--- src/rtl/btn_pkg.sv ---
// Shared definitions for the push-button conditioner: FSM encoding,
// production timing defaults and a short-timing set for simulation.
package btn_pkg;

  typedef enum logic [1:0] {
    ST_IDLE         = 2'd0,
    ST_PRESS_WAIT   = 2'd1,
    ST_HELD         = 2'd2,
    ST_RELEASE_WAIT = 2'd3
  } btn_state_t;

  // 10 ms debounce and 1 s long-press at 100 MHz
  localparam int DEB_CNT_DEF  = 1_000_000;
  localparam int LONG_CNT_DEF = 100_000_000;
  localparam int CNT_W_DEF    = 27;

  // Short timing so simulations reach every state in a few dozen cycles
  localparam int DEB_CNT_SIM  = 4;
  localparam int LONG_CNT_SIM = 20;

endpackage

--- src/rtl/btn_debounce_ctrl_if.sv ---
// Button pad and conditioned event signals, bundled as one port.
// The master side drives the raw pad; the slave side is the conditioner.
interface btn_debounce_ctrl_if;

  logic btn_raw;
  logic btn_level;
  logic btn_press;
  logic btn_release;
  logic btn_long;
  logic btn_toggle;

  modport master (
    output btn_raw,
    input  btn_level, btn_press, btn_release, btn_long, btn_toggle
  );

  modport slave (
    input  btn_raw,
    output btn_level, btn_press, btn_release, btn_long, btn_toggle
  );

endinterface

--- src/rtl/sync_2ff.sv ---
// Two-flop synchroniser for asynchronous board inputs, reset to 0.
module sync_2ff #(
  parameter int WIDTH = 1
) (
  input  logic             clk,
  input  logic             rst_n,
  input  logic [WIDTH-1:0] i_d,
  output logic [WIDTH-1:0] o_q
);

  logic [WIDTH-1:0] r_meta;
  logic [WIDTH-1:0] r_sync;

  // Two back-to-back flops give the first stage a full cycle to resolve
  always_ff @(posedge clk or negedge rst_n) begin
    if (!rst_n) begin
      r_meta <= '0;
      r_sync <= '0;
    end else begin
      r_meta <= i_d;
      r_sync <= r_meta;
    end
  end

  assign o_q = r_sync;

endmodule

--- src/rtl/btn_debounce_ctrl.sv ---
// Push-button conditioner: synchronises the pad, debounces both edges,
// and produces a clean level, press/release/long-press pulses and a
// press-toggled mode bit. One counter is reused by every FSM state.
module btn_debounce_ctrl
  import btn_pkg::*;
#(
  parameter int DEB_CNT  = DEB_CNT_DEF,
  parameter int LONG_CNT = LONG_CNT_DEF,
  parameter int CNT_W    = CNT_W_DEF
) (
  input  logic               clk,
  input  logic               rst_n,
  btn_debounce_ctrl_if.slave bus
);

  localparam logic [CNT_W-1:0] DEB_LAST  = CNT_W'(DEB_CNT - 1);
  localparam logic [CNT_W-1:0] LONG_LAST = CNT_W'(LONG_CNT - 1);

  logic       w_sync;
  btn_state_t r_state;
  logic [CNT_W-1:0] r_cnt;
  logic       r_long_done;
  logic       r_level;
  logic       r_press;
  logic       r_release;
  logic       r_long;
  logic       r_toggle;

  sync_2ff #(.WIDTH(1)) u_sync (
    .clk   (clk),
    .rst_n (rst_n),
    .i_d   (bus.btn_raw),
    .o_q   (w_sync)
  );

  // Debounce FSM with registered level, pulse and toggle outputs
  always_ff @(posedge clk or negedge rst_n) begin
    if (!rst_n) begin
      r_state     <= ST_IDLE;
      r_cnt       <= '0;
      r_long_done <= 1'b0;
      r_level     <= 1'b0;
      r_press     <= 1'b0;
      r_release   <= 1'b0;
      r_long      <= 1'b0;
      r_toggle    <= 1'b0;
    end else begin
      // pulses default low so each one lasts a single cycle
      r_press   <= 1'b0;
      r_release <= 1'b0;
      r_long    <= 1'b0;
      case (r_state)
        ST_IDLE: begin
          if (w_sync) begin
            r_state <= ST_PRESS_WAIT;
            r_cnt   <= '0;
          end
        end
        ST_PRESS_WAIT: begin
          if (!w_sync) begin
            r_state <= ST_IDLE;
            r_cnt   <= '0;
          end else if (r_cnt == DEB_LAST) begin
            r_state     <= ST_HELD;
            r_cnt       <= '0;
            r_level     <= 1'b1;
            r_press     <= 1'b1;
            r_toggle    <= ~r_toggle;
            r_long_done <= 1'b0;
          end else begin
            r_cnt <= r_cnt + 1'b1;
          end
        end
        ST_HELD: begin
          // long pulse may coincide with the first low sample
          if (r_cnt == LONG_LAST && !r_long_done) begin
            r_long      <= 1'b1;
            r_long_done <= 1'b1;
          end
          if (!w_sync) begin
            r_state <= ST_RELEASE_WAIT;
            r_cnt   <= '0;
          end else if (r_cnt != LONG_LAST) begin
            r_cnt <= r_cnt + 1'b1;
          end
        end
        ST_RELEASE_WAIT: begin
          // a return high is bounce: back to HELD, long_done retained
          if (w_sync) begin
            r_state <= ST_HELD;
            r_cnt   <= '0;
          end else if (r_cnt == DEB_LAST) begin
            r_state   <= ST_IDLE;
            r_cnt     <= '0;
            r_level   <= 1'b0;
            r_release <= 1'b1;
          end else begin
            r_cnt <= r_cnt + 1'b1;
          end
        end
        default: begin
          r_state <= ST_IDLE;
          r_cnt   <= '0;
        end
      endcase
    end
  end

  assign bus.btn_level   = r_level;
  assign bus.btn_press   = r_press;
  assign bus.btn_release = r_release;
  assign bus.btn_long    = r_long;
  assign bus.btn_toggle  = r_toggle;

endmodule

--- src/flat_wrapper.sv ---
// flat-port wrapper written by rule: the top's interface ports become plain ports
module btn_debounce_ctrl_flat import btn_pkg::*;
#(
  parameter int DEB_CNT  = DEB_CNT_DEF,
  parameter int LONG_CNT = LONG_CNT_DEF,
  parameter int CNT_W    = CNT_W_DEF
)
  (clk, rst_n, bus_btn_raw, bus_btn_level, bus_btn_press, bus_btn_release, bus_btn_long, bus_btn_toggle);
  btn_debounce_ctrl_if bus_i ();
  input  logic clk;
  input  logic rst_n;
  input wire logic [$bits(bus_i.btn_raw)-1:0] bus_btn_raw;
  output wire logic [$bits(bus_i.btn_level)-1:0] bus_btn_level;
  output wire logic [$bits(bus_i.btn_press)-1:0] bus_btn_press;
  output wire logic [$bits(bus_i.btn_release)-1:0] bus_btn_release;
  output wire logic [$bits(bus_i.btn_long)-1:0] bus_btn_long;
  output wire logic [$bits(bus_i.btn_toggle)-1:0] bus_btn_toggle;
  assign bus_i.btn_raw = bus_btn_raw;
  assign bus_btn_level = bus_i.btn_level;
  assign bus_btn_press = bus_i.btn_press;
  assign bus_btn_release = bus_i.btn_release;
  assign bus_btn_long = bus_i.btn_long;
  assign bus_btn_toggle = bus_i.btn_toggle;
  btn_debounce_ctrl #(.DEB_CNT(DEB_CNT), .LONG_CNT(LONG_CNT), .CNT_W(CNT_W)) u_core (.clk(clk), .rst_n(rst_n), .bus(bus_i));
endmodule
--- config.mk ---
export PLATFORM = sky130hd
export DESIGN_NAME = btn_debounce_ctrl_flat
export DESIGN_NICKNAME = d
export VERILOG_FILES = /design/src/rtl/btn_pkg.sv /design/src/rtl/btn_debounce_ctrl_if.sv /design/src/rtl/sync_2ff.sv /design/src/rtl/btn_debounce_ctrl.sv /design/src/flat_wrapper.sv
export SDC_FILE = /design/constraint.sdc
export NUM_CORES = 1
export LEC_CHECK = 0
export CAP_MARGIN = 30
export CELL_PAD_IN_SITES_DETAIL_PLACEMENT = 2
export CELL_PAD_IN_SITES_GLOBAL_PLACEMENT = 2
export CORE_MARGIN = 3
export CORE_UTILIZATION = 30
export CTS_CLUSTER_DIAMETER = 120
export DETAILED_ROUTE_END_ITERATION = 8
export PLACE_DENSITY_LB_ADDON = 0.1
export SYNTH_ARGS = -nofsm -noshare
export SYNTH_HDL_FRONTEND = slang
export SYNTH_HIERARCHICAL = 1
export SYNTH_SLANG_ARGS = --single-unit
--- constraint.sdc ---
create_clock -name clk -period 4.44 [get_ports clk]
set_clock_uncertainty 0.2 [all_clocks]
set_input_delay 0.666 -clock clk [delete_from_list [all_inputs] [get_ports clk]]
set_output_delay 0.666 -clock clk [all_outputs]
set_load 0.02 [all_outputs]
# == After elaboration in Yosys (flattened, before gate mapping) ==
# Cells that the tools add are included.
# word_totals
word_cells,67
regBits,37
out_inout_bits,5
in_bits,3
# classes
n_mux,29
addsub,1
n_reduce_logical,10
eq_ne,16
bitwise_logic,1
# op_table
cell,count
2-to-1 mux 27 bit,6
one-hot mux 27 bit (4 select lines),1
adder 27 x 1 -> 27 bit (second input constant),1
equality test 27 x 20 -> 1 bit (second input constant),1
equality test 27 bit (second input constant),1
!= test 27 bit (second input constant),1
2-to-1 mux 1 bit,13
2-to-1 mux 2 bit,6
!= test 3 x 2 -> 1 bit (second input constant),3
!= test 2 bit (second input constant),4
one-hot mux 2 bit (4 select lines),1
AND reduction 4 bit,2
!= test 2 x 1 -> 1 bit (second input constant),3
AND reduction 5 bit,1
equality test 2 bit (second input constant),2
one-hot mux 1 bit (2 select lines),2
nonzero test 2 bit,2
AND reduction 3 bit,1
equality test 2 x 1 -> 1 bit (second input constant),1
logical NOT 2 bit,1
AND reduction 2 bit,1
logical AND 1 bit,1
logical NOT 1 bit,1
NOT 1 bit,1

# == Logic depth before layout (Yosys ltp) ==
# Gate-level depths: netlist (run 1).
# depth
word_depth,4
mapped_depth,8
mapped_depth_nobuf,6

# == Modules after synthesis ==
# Netlist (run 1), hierarchy kept.
# by_module_without_submodules
module,seq_area_each_um2,n_inst,cells_per_inst,area_each_um2
btn_debounce_ctrl,875.8,1,237,2258.4
sync_2ff,50.0,1,2,50.0

# == Worst setup path after synthesis (run 1) ==
# OpenSTA, ideal clock, no wires.
# synth_path
path_kind,register to register
start,register u_core.r_cnt[0]
end,register u_core.r_cnt[11]
path_buffers,1
arrival_ns,1.856
path_stages_with_launch,8
t_required_ns,4.109
setup_slack_ns,2.252
setup_time_ns,0.131
path_cell_list,dfrtp_1 -> ha_1 -> and4_2 -> nand4_1 -> or4_1 -> buf_2 -> a41oi_1 -> a31oi_1
# synth_via
elab_chain_cells,4
word_cells_on_any_way,11
classes_between,add/sub: 1; eq/ne: 3; mux: 6; reduce/logical: 1
# synth_rtl
element,line_no,source
"start, declared",btn_debounce_ctrl.sv:21,logic [CNT_W-1:0] r_cnt;
"start signal, assigned",btn_debounce_ctrl.sv:71,r_cnt <= r_cnt + 1'b1;
"start signal, assigned",btn_debounce_ctrl.sv:84,r_cnt <= r_cnt + 1'b1;
"start signal, assigned",btn_debounce_ctrl.sv:98,r_cnt <= r_cnt + 1'b1;
adder 27 x 1 -> 27 bit / equality test 27 x 20 -> 1 bit (equally long branches),n/a,
"2-to-1 mux 27 bit, on equally long branches","btn_debounce_ctrl.sv:63, btn_debounce_ctrl.sv:92, btn_debounce_ctrl.sv:83",
"2-to-1 mux 27 bit, on equally long branches","btn_debounce_ctrl.sv:89, btn_debounce_ctrl.sv:60, btn_debounce_ctrl.sv:80",
one-hot mux 27 bit (4 select lines),btn_debounce_ctrl.sv:52,case (r_state)
# Parallel ways exist; a longest one is shown, timed or not. The select of a mux whose other input is x is not followed.
# A chain may end at the register's enable or synchronous reset.

# == Worst setup path in the final report (run 1) ==
# layout_path
start,register u_core.r_cnt[9]
end,register u_core.r_cnt[8]
# layout_via
elab_chain_cells,4
word_cells_on_any_way,8
classes_between,eq/ne: 3; mux: 4; reduce/logical: 1
# layout_rtl
element,line_no
equality test 27 x 20 -> 1 bit,"btn_debounce_ctrl.sv:63, btn_debounce_ctrl.sv:92"
2-to-1 mux 27 bit,"btn_debounce_ctrl.sv:63, btn_debounce_ctrl.sv:92"
"2-to-1 mux 27 bit, on equally long branches","btn_debounce_ctrl.sv:89, btn_debounce_ctrl.sv:60"
one-hot mux 27 bit (4 select lines),btn_debounce_ctrl.sv:52
# Parallel ways exist; a longest one is shown, timed or not.

==> flow_summary.json, run 1 <==
{
  "status": "finished, final reports clean",
  "period_needed_ns": 2.79,
  "worst_pin_slew_ns": 0.896,
  "synth.net_count": 243,
  "fillers": 857,
  "n_antenna_cell": 0,
  "synthDistinctLibCells": 51,
  "synthFlopType": "dfrtp_1",
  "cts-root-buf": "clkbuf_8",
  "finalMaxSlewViolations": 0,
  "slowest_stage": "or4_1",
  "initial_core_util_pct": 31.3,
  "period_share_pct": 62.9,
  "grtUsageMet2_pct": 26.7,
  "hold_buffers": 0,
  "timing.fmax_mhz": 358,
  "min_path_cells": 0,
  "syn2layout_area_growth_pct": 6.88,
  "synthTopCellsByArea": "dfrtp_1 40%, nand3_1 4.6%, or4_1 3.9%, nand2_1 3.6%, o31ai_1 3.6%",
  "grt_pass1_vias": 2079,
  "yosysTopAreaCellShare_pct": 40.1,
  "die_h_um": 93.7,
  "cts_htree_levels": 2,
  "core_area_mm2": 0.00737,
  "drt_iter0_drc": 114,
  "hp-start": "u_core/u_sync/r_meta",
  "rsz0062_at_grt": "no",
  "worstSkewPairLatency_ns": 0.29,
  "grt_first_pass_wirelength_um": 11400,
  "cts_sinks": 37,
  "cts.path.max_buffers": 2,
  "final_core_util_pct": 33.5,
  "path_class": "flop to flop",
  "crit_path_start_kind": "flop",
  "min_to": "u_core/u_sync/o_q",
  "die_w_um": 93.7,
  "synth_edf_count": 0,
  "grt_max_degree": 38,
  "worstRegToRegCells": 5,
  "cts_tree": "built",
  "crit_fanout": 19,
  "avgRoutedWirePerCell_um": 20.4,
  "grt.busiest_layer": "met2",
  "nets": 245,
  "netlist_area_mm2": 0.00231,
  "r2r-start": "u_core/r_cnt[9]",
  "grt_use_met1_pct": 24.2,
  "viasPerCell": 5.75,
  "hpwl_um": 4760,
  "place_congestion": 0.716,
  "io_pins": 8,
  "yosys_warnings": 6,
  "dieArea_mm2": 0.00878,
  "drc_errors": 0,
  "yosysTopAreaCell": "dfrtp_1",
  "ys_ff_latch": 37,
  "wirelength_um": 6920,
  "antenna_found_initial": 0,
  "grt_use_total_pct": 16.9,
  "met3_usage_pct": 2.64,
  "cts_setup_buffers": 0,
  "port_buffers": 7,
  "overflow": 0,
  "via_count": 1956,
  "cts_resized": 0,
  "fp-row-count": 31,
  "cap_violations": 0,
  "antenna_left": 0,
  "worst_slack_ns": 1.65,
  "relSlewSlack_pct": 40.3,
  "cellLeakagePower_nw": 0.939,
  "syn_avg_cell_area_um2": 9.66,
  "crit_chain": "nor4b_2 > nand3_1 > or4_1 > nand2_2 > a21oi_1",
  "critPathMaxStageDelay_ns": 0.91,
  "tns_ns": 0,
  "critPathArrivalTime_ns": 2.76,
  "setup.worst_path.end_class": "flop",
  "power_density_mw_per_mm2": 258,
  "numCtsBuffers": 5,
  "ir_worst_vdd_uv": 95.5,
  "worst_hold_path_type": "flop to flop",
  "total_power_uw": 636,
  "hold_ws_ns": 0.158,
  "setup_viol": 0,
  "reg2reg_to": "u_core/r_cnt[8]",
  "pre_cts_ws_ns": 1.70,
  "drive_above_1_share_pct": 14.1,
  "path_clk_slew_ns": 0.08,
  "dr.pass1.iters": 4,
  "hold_violations": 0,
  "netlist_instances": 239,
  "cp_data_required_time_ns": 4.40,
  "r2r_setup_slack_ns": 1.65,
  "async_flop_share_pct": 100,
  "ys_seq_area_share_pct": 40.1
}
-- cells in the mapped netlist, types with 3 or more instances --
| library cell | number |
|---|---|
| a21oi_1 | 8 |
| a21oi_2 | 5 |
| a31oi_1 | 12 |
| and3_1 | 8 |
| and4_1 | 3 |
| buf_2 | 3 |
| buf_6 | 5 |
| clkbuf_1 | 3 |
| clkbuf_8 | 5 |
| dfrtp_1 | 37 |
| inv_1 | 7 |
| mux2i_1 | 4 |
| nand2_1 | 22 |
| nand2b_1 | 5 |
| nand3_1 | 21 |
| nand4_1 | 7 |
| nor2_1 | 5 |
| nor3_1 | 4 |
| nor4_1 | 3 |
| nor4b_2 | 3 |
| o211ai_1 | 3 |
| o21ai_0 | 4 |
| o21ai_1 | 6 |
| o31ai_1 | 11 |
| or4_1 | 12 |
| xor2_1 | 3 |
-- worst max-delay path by stage --
| stage | slack, ns | to | depth (start not counted) | from |
|---|---|---|---|---|
| 2_1_floorplan | 2.25 | u_core/r_cnt[11] | 7 | u_core/r_cnt[0] |
| 3_3_place_gp | 1.78 | u_core/r_cnt[19] | 5 | u_core/r_cnt[10] |
| 3_5_place_dp | 1.70 | u_core/r_cnt[8] | 5 | u_core/r_cnt[21] |
| 4_1_cts | 1.67 | u_core/r_cnt[8] | 5 | u_core/r_cnt[21] |
| 5_1_grt | 1.53 | u_core/r_cnt[17] | 5 | u_core/r_cnt[20] |
| 6_report | 1.65 | u_core/r_cnt[8] | 5 | u_core/r_cnt[9] |
-- cells by family (layout without fill, tap and decap cells) --
group | Yosys count | after routing | synth area share [%]
AND/OR/NAND/NOR | 113 | 113 | 31.8
XOR/XNOR | 4 | 4 | 1.52
flip-flops | 37 | 37 | 40.1
AO/OA/AOI/OAI | 57 | 57 | 16.6
multiplexers | 4 | 4 | 1.73
buffers and inverters | 23 | 25 | 7.70
adder cells (fa/ha/maj) | 1 | 1 | 0.542
-- worst max-delay path: cells and delay by family (launching register included) --
kind | cells | cell delay, ns
AOI/OAI and AO/OA | 1 | 0.08
DFF | 1 | 0.48
and+or+nand+nor | 4 | 1.89
-- cells in the final DEF (no fill, tap or decap), drive strengths merged, types with 2 or more instances in the layout --
master	instances
nor3	4
nor4	5
or4	12
mux2i	4
nand3	21
a41oi	2
nand2b	5
clkbuf	7
and4	6
o31ai	11
buf	5
and2	2
a21oi	13
nand2	23
o21ai	10
a211oi	2
xor2	3
inv	7
o22ai	2
and3	8
clkdlybuf4s50	6
a31oi	12
dfrtp	37
o211ai	3
nor2	7
nor4b	4
nand4	8
-- power breakdown --
group | total [mW] | internal [mW] | switching (mW)
Sequential | 0.344 | 0.340 | 0.00440
Combinational | 0.0438 | 0.0112 | 0.0326
Clock | 0.248 | 0.123 | 0.124
-- state kept, by name, summed over array words and instances (netlist names), named ones only --
| name | count |
|---|---|
| u_core/r_cnt | 27 |
| u_core/bus.btn_level | 1 |
| u_core/bus.btn_long | 1 |
| u_core/bus.btn_press | 1 |
| u_core/bus.btn_release | 1 |
| u_core/bus.btn_toggle | 1 |
| u_core/r_long_done | 1 |
| u_core/r_state | 1 |
| u_core/u_sync/o_q | 1 |
| u_core/u_sync/r_meta | 1 |
-- final cells by class --
| cell class | count | area [um^2] | share of cell area [%] |
|---|---|---|---|
| Timing Repair Buffer | 11 | 95.1 | 3.85 |
| Tap cell | 99 | 124 | 5.02 |
| Inverter | 7 | 26.3 | 1.06 |
| Multi-Input combinational cell | 179 | 1210 | 49.0 |
| Sequential cell | 37 | 926 | 37.5 |
| Clock buffer | 7 | 86.3 | 3.50 |
-- layer usage --
metal	share of wire, %	vias to the layer above
met2	46	14
met3	1.8	5
met1	51	1022
li1	-	915
met4	0.91	0
met5	0	-
-- stage by stage --
step	instances	cell area (um^2)
CTS	340	2470
detailed placement	333	2380
finish	340	2470
floorplan	239	2310
global route	340	2470
global placement	333	2380
(Power assumes the default switching activity.)
==> run 2, diff against run 1 <==
Clock period 4.44 ns to 2.9 ns, I/O delays scaled along.
==> run 2 against run 1 <==
  * Routed wire length down 5.3%
  * Non-clock buffer count increased by 6
  * Highest routed layer unchanged
  * Final cell count rose by 1.8%
  * Total power rose by 52%
  * Utilization grew 0.61 points
  * Critical endpoint is now u_core/r_cnt[11]
  * Critical path depth grew 1
  * Via count increased by 0.41%
==> flow_summary.json, run 2 (synthesis results as in run 1) <==
{
  "r2r_setup_slack_ns": 0.32,
  "antenna_found_initial": 0,
  "crit_fanout": 8,
  "grt_use_met1_pct": 23.2,
  "overflow": 0,
  "nets": 251,
  "dr.pass1.iters": 4,
  "p_int_uw": 726,
  "grt_max_degree": 38,
  "met3_usage_pct": 2.88,
  "wirelength_um": 6550,
  "hpwl_um": 4680,
  "mostFrequentLayoutCells": "37 x dfrtp_1, 22 x nand2_1, 21 x nand3_1",
  "setup_viol": 0,
  "slowest_stage": "or4_1",
  "path_clk_slew_ns": 0.08,
  "initial_core_util_pct": 31.3,
  "layout_commonest_cell": "dfrtp_1",
  "p_sw_uw": 241,
  "core_area_mm2": 0.00737,
  "fp-row-count": 31,
  "cts_resized": 0,
  "syn2layout_area_growth_pct": 8.83,
  "avgRoutedWirePerCell_um": 18.9,
  "crit_chain": "ha_1 > and4_2 > nand4_1 > or4_1 > a41oi_1 > a31oi_1",
  "r2r-start": "u_core/r_cnt[0]",
  "grt_pass1_vias": 2117,
  "place_congestion": 0.788,
  "rsz0062_at_grt": "no",
  "ir_worst_vdd_uv": 134,
  "cts.path.max_buffers": 2,
  "die_w_um": 93.7,
  "multi_input_area_mm2": 0.00121,
  "regArea_um2": 926,
  "worst_hold_path_type": "input pin to asynchronous set/reset pin",
  "cts_tree": "built",
  "status": "finished, final reports clean",
  "drt_iter0_drc": 58,
  "fillers": 822,
  "cp_data_required_time_ns": 2.86,
  "grt.busiest_layer": "met2",
  "path_class": "flop to flop",
  "cellLeakagePower_nw": 0.971,
  "dieArea_mm2": 0.00878,
  "critPathArrivalTime_ns": 2.54,
  "pwr-share-seq_pct": 54.4,
  "die_h_um": 93.7,
  "power_density_mw_per_mm2": 385,
  "period_needed_ns": 2.58,
  "worst_slack_ns": 0.324,
  "crit_path_start_kind": "flop",
  "setup.worst_path.end_class": "flop",
  "numCtsBuffers": 5,
  "p_sw_share_pct": 24.9,
  "finalMaxSlewViolations": 0,
  "regMostFlops": "u_core/r_cnt",
  "critPathTopFamily": "simple AND/OR/NAND/NOR gates",
  "grt_first_pass_wirelength_um": 11400,
  "tns_ns": 0,
  "grt_use_total_pct": 16.7,
  "drc_errors": 0,
  "cts_setup_buffers": 0,
  "cts_sinks": 37,
  "power_frac_comb_pct": 6.7,
  "grtUsageMet2_pct": 27.0,
  "cts-root-buf": "clkbuf_8",
  "hold_violations": 0,
  "viasPerCell": 5.68,
  "cts_htree_levels": 2,
  "path_buf_inv": 0,
  "via_count": 1964,
  "p_clk_share_pct": 38.8,
  "antenna_left": 0,
  "total_power_uw": 967,
  "worstSkewPairLatency_ns": 0.29,
  "pre_cts_ws_ns": 0.322,
  "relSlewSlack_pct": 40.9,
  "n_antenna_cell": 0,
  "worst_pin_slew_ns": 0.886,
  "timing.fmax_mhz": 388,
  "cap_violations": 0,
  "hold_buffers": 0,
  "worstRegToRegCells": 6,
  "drive_above_1_share_pct": 16.2,
  "largest_register_ffs": 27,
  "io_pins": 8,
  "reg2reg_to": "u_core/r_cnt[11]",
  "period_share_pct": 88.8,
  "critPathMaxStageDelay_ns": 0.75,
  "port_buffers": 7
}
## run 2: routing by layer
layer  up-vias  routed length (um)
li1        924                   -
met3         2                 103
met1      1025                3260
met2        13                3160
met4         0                  29
met5         -                   0
## run 2: area by class of cell
class	count	share of cell area, %
clock buffers	7	3.44
flip-flops and latches	37	36.9
inverters	7	1.05
well taps	99	4.93
multi-input cells	179	48.2
repair buffers	17	5.58
## run 2: how the worst max path moves through the flow
stage,start,to,slack [ns],cells past startpoint
after detailed placement,u_core/r_cnt[0],u_core/r_cnt[11],0.32,6
after global routing,u_core/r_cnt[0],u_core/r_cnt[11],0.16,6
after global placement,u_core/r_cnt[0],u_core/r_cnt[11],0.35,6
after CTS,u_core/r_cnt[0],u_core/r_cnt[11],0.31,6
after floorplan,u_core/r_cnt[0],u_core/r_cnt[11],0.71,7
final,u_core/r_cnt[0],u_core/r_cnt[11],0.32,6
## run 2: per-stage QoR
stage / util, % / cells / hold slack (ns) / area [um^2]
4_1_cts: 34.1 / 346 / 0.109 / 2510
6_report: 34.1 / 346 / 0.0703 / 2510
5_1_grt: 34.1 / 346 / 0.134 / 2510
3_5_place_dp: 32.9 / 339 / 0.140 / 2430
3_3_place_gp: 32.9 / 339 / 0.132 / 2430
2_1_floorplan: - / 239 / -0.0606 / 2310
## run 2: power by group through the flow
| stage | combinational (mW) | sequential, mW | clock, mW |
|---|---|---|---|
| floorplan | 0.0457 | 0.533 | 0 |
| global placement | 0.0680 | 0.536 | 0 |
| detailed placement | 0.0681 | 0.537 | 0 |
| CTS | 0.0684 | 0.526 | 0.400 |
| global route | 0.0766 | 0.527 | 0.417 |
| finish | 0.0650 | 0.526 | 0.376 |
==> run 3, diff against run 2 <==
Settings changed: REMOVE_ABC_BUFFERS set to 1.
==> run 3 against run 2 <==
  * Maximum frequency rose by 1.8%
  * Routed wire length increased by 6.1%
  * First-iteration DRC count rose by 29%
  * Sequential power hardly changed
  * Worst hold slack better by 0.081 ns
  * Non-clock buffer count rose by 1
  * Largest cell class unchanged
  * Highest routed layer unchanged
==> flow_summary.json, run 3 (synthesis results as in run 1) <==
{
  "status": "finished, final reports clean",
  "fp-row-count": 31,
  "rsz0062_at_grt": "no",
  "worst_pin_slew_ns": 0.509,
  "path_class": "flop to flop",
  "cp_data_required_time_ns": 2.87,
  "antenna_found_initial": 0,
  "viasPerCell": 5.68,
  "cts_sinks": 37,
  "numCtsBuffers": 5,
  "cts_resized": 0,
  "grt_pass1_vias": 2073,
  "drive_above_1_share_pct": 16.1,
  "die_h_um": 93.7,
  "die_w_um": 93.7,
  "core_area_mm2": 0.00737,
  "worstSkewPairLatency_ns": 0.29,
  "drc_errors": 0,
  "overflow": 0,
  "slowest_stage": "or4_1",
  "hpwl_um": 4700,
  "port_buffers": 7,
  "timing.fmax_mhz": 395,
  "syn2layout_area_growth_pct": 10.1,
  "mostFrequentLayoutCells": "37 x dfrtp_1, 22 x nand2_1, 21 x nand3_1",
  "setup_viol": 0,
  "path_buf_inv": 0,
  "dr.pass1.iters": 4,
  "fillers": 834,
  "cap_violations": 0,
  "place_congestion": 0.772,
  "period_needed_ns": 2.53,
  "layout.cells.non_filler": 347,
  "cts_htree_levels": 2,
  "cts-root-buf": "clkbuf_8",
  "antenna_left": 0,
  "critPathTopFamily": "simple AND/OR/NAND/NOR gates",
  "power_density_mw_per_mm2": 386,
  "grt_first_pass_wirelength_um": 11900,
  "grt_max_degree": 38,
  "period_share_pct": 87.2,
  "hold_violations": 0,
  "via_count": 1972,
  "finalMaxSlewViolations": 0,
  "path_clk_slew_ns": 0.08,
  "total_power_uw": 982,
  "initial_core_util_pct": 31.3,
  "relSlewSlack_pct": 65.6,
  "setup.worst_path.end_class": "flop",
  "io_pins": 8,
  "dp_cells": 338,
  "final_core_util_pct": 34.5,
  "layout_commonest_cell": "dfrtp_1",
  "n_antenna_cell": 0,
  "regMostFlops": "u_core/r_cnt",
  "tns_ns": 0,
  "cts_tree": "built",
  "crit_chain": "nor4_2 > nand3b_2 > or4_1 > a41oi_1 > a31oi_1",
  "cts.path.max_buffers": 2,
  "drt_iter0_drc": 75,
  "cellLeakagePower_nw": 0.980,
  "grt_use_total_pct": 17.5,
  "avgRoutedWirePerCell_um": 20.0,
  "dieArea_mm2": 0.00878,
  "critPathMaxStageDelay_ns": 0.75,
  "critPathArrivalTime_ns": 2.50,
  "worst_hold_path_type": "flop to flop",
  "crit_path_start_kind": "flop",
  "r2r_setup_slack_ns": 0.37,
  "ir_worst_vdd_uv": 146,
  "wirelength_um": 6950,
  "largest_register_ffs": 27,
  "nets": 252,
  "crit_fanout": 8
}
-- run 3: changes by cell type in the layout (fill, tap and decap cells not counted) --
cell           change
buf_16             +1
buf_4              -1
dlygate4sd3_1      +1
-- run 3: what timing repair did --
action | CTS | global route
buffers inserted | 0 | 0
hold buffers | 0 | 1
endpoints found under the hold margin | 0 | 17
-- run 3: layout make-up --
class,instances,area (um^2),area share [%]
clock buffer,7,86.3,3.40
inverter,7,26.3,1.03
multi-input combinational,179,1210,47.6
sequential,37,926,36.4
tap,99,124,4.87
timing repair buffer,18,170,6.69
-- run 3: worst paths after layout --
check	endpoint	start	depth (start not counted)
hold / removal	u_core/u_sync/o_q	u_core/u_sync/r_meta	0
hold reg to reg	u_core/u_sync/o_q	u_core/u_sync/r_meta	0
min in group asynchronous	u_core/bus.btn_press	rst_n	2
max in group asynchronous	u_core/r_cnt[7]	rst_n	3
setup / recovery	u_core/r_cnt[11]	u_core/r_cnt[10]	5
setup reg to reg	u_core/r_cnt[11]	u_core/r_cnt[10]	5
-- run 3: through the flow --
step / instance area, um^2 / worst slack [ns] / hold WS, ns
after floorplan: 2160 / 0.162 / -0.0606
after global routing: 2540 / 0.166 / 0.166
after detailed placement: 2420 / 0.381 / 0.137
final: 2540 / 0.370 / 0.152
after global placement: 2420 / 0.450 / 0.132
after CTS: 2500 / 0.366 / 0.115
-- run 3: per-layer routing --
metal	track usage (%)	vias up	wire [um]
met5	0	-	0
met4	4.33	0	93
met3	2.88	8	91
met2	28.6	10	3280
met1	24.0	1019	3480
li1	-	935	-
-- run 3: where the power goes --
| group | total, mW | switching [mW] | leakage (nW) | internal (mW) |
|---|---|---|---|---|
| Sequential | 0.526 | 0.00650 | 0.509 | 0.520 |
| Clock | 0.380 | 0.191 | 0.0443 | 0.189 |
| Combinational | 0.0753 | 0.0520 | 0.427 | 0.0233 |
| Total | 0.982 | 0.249 | 0.980 | 0.732 |
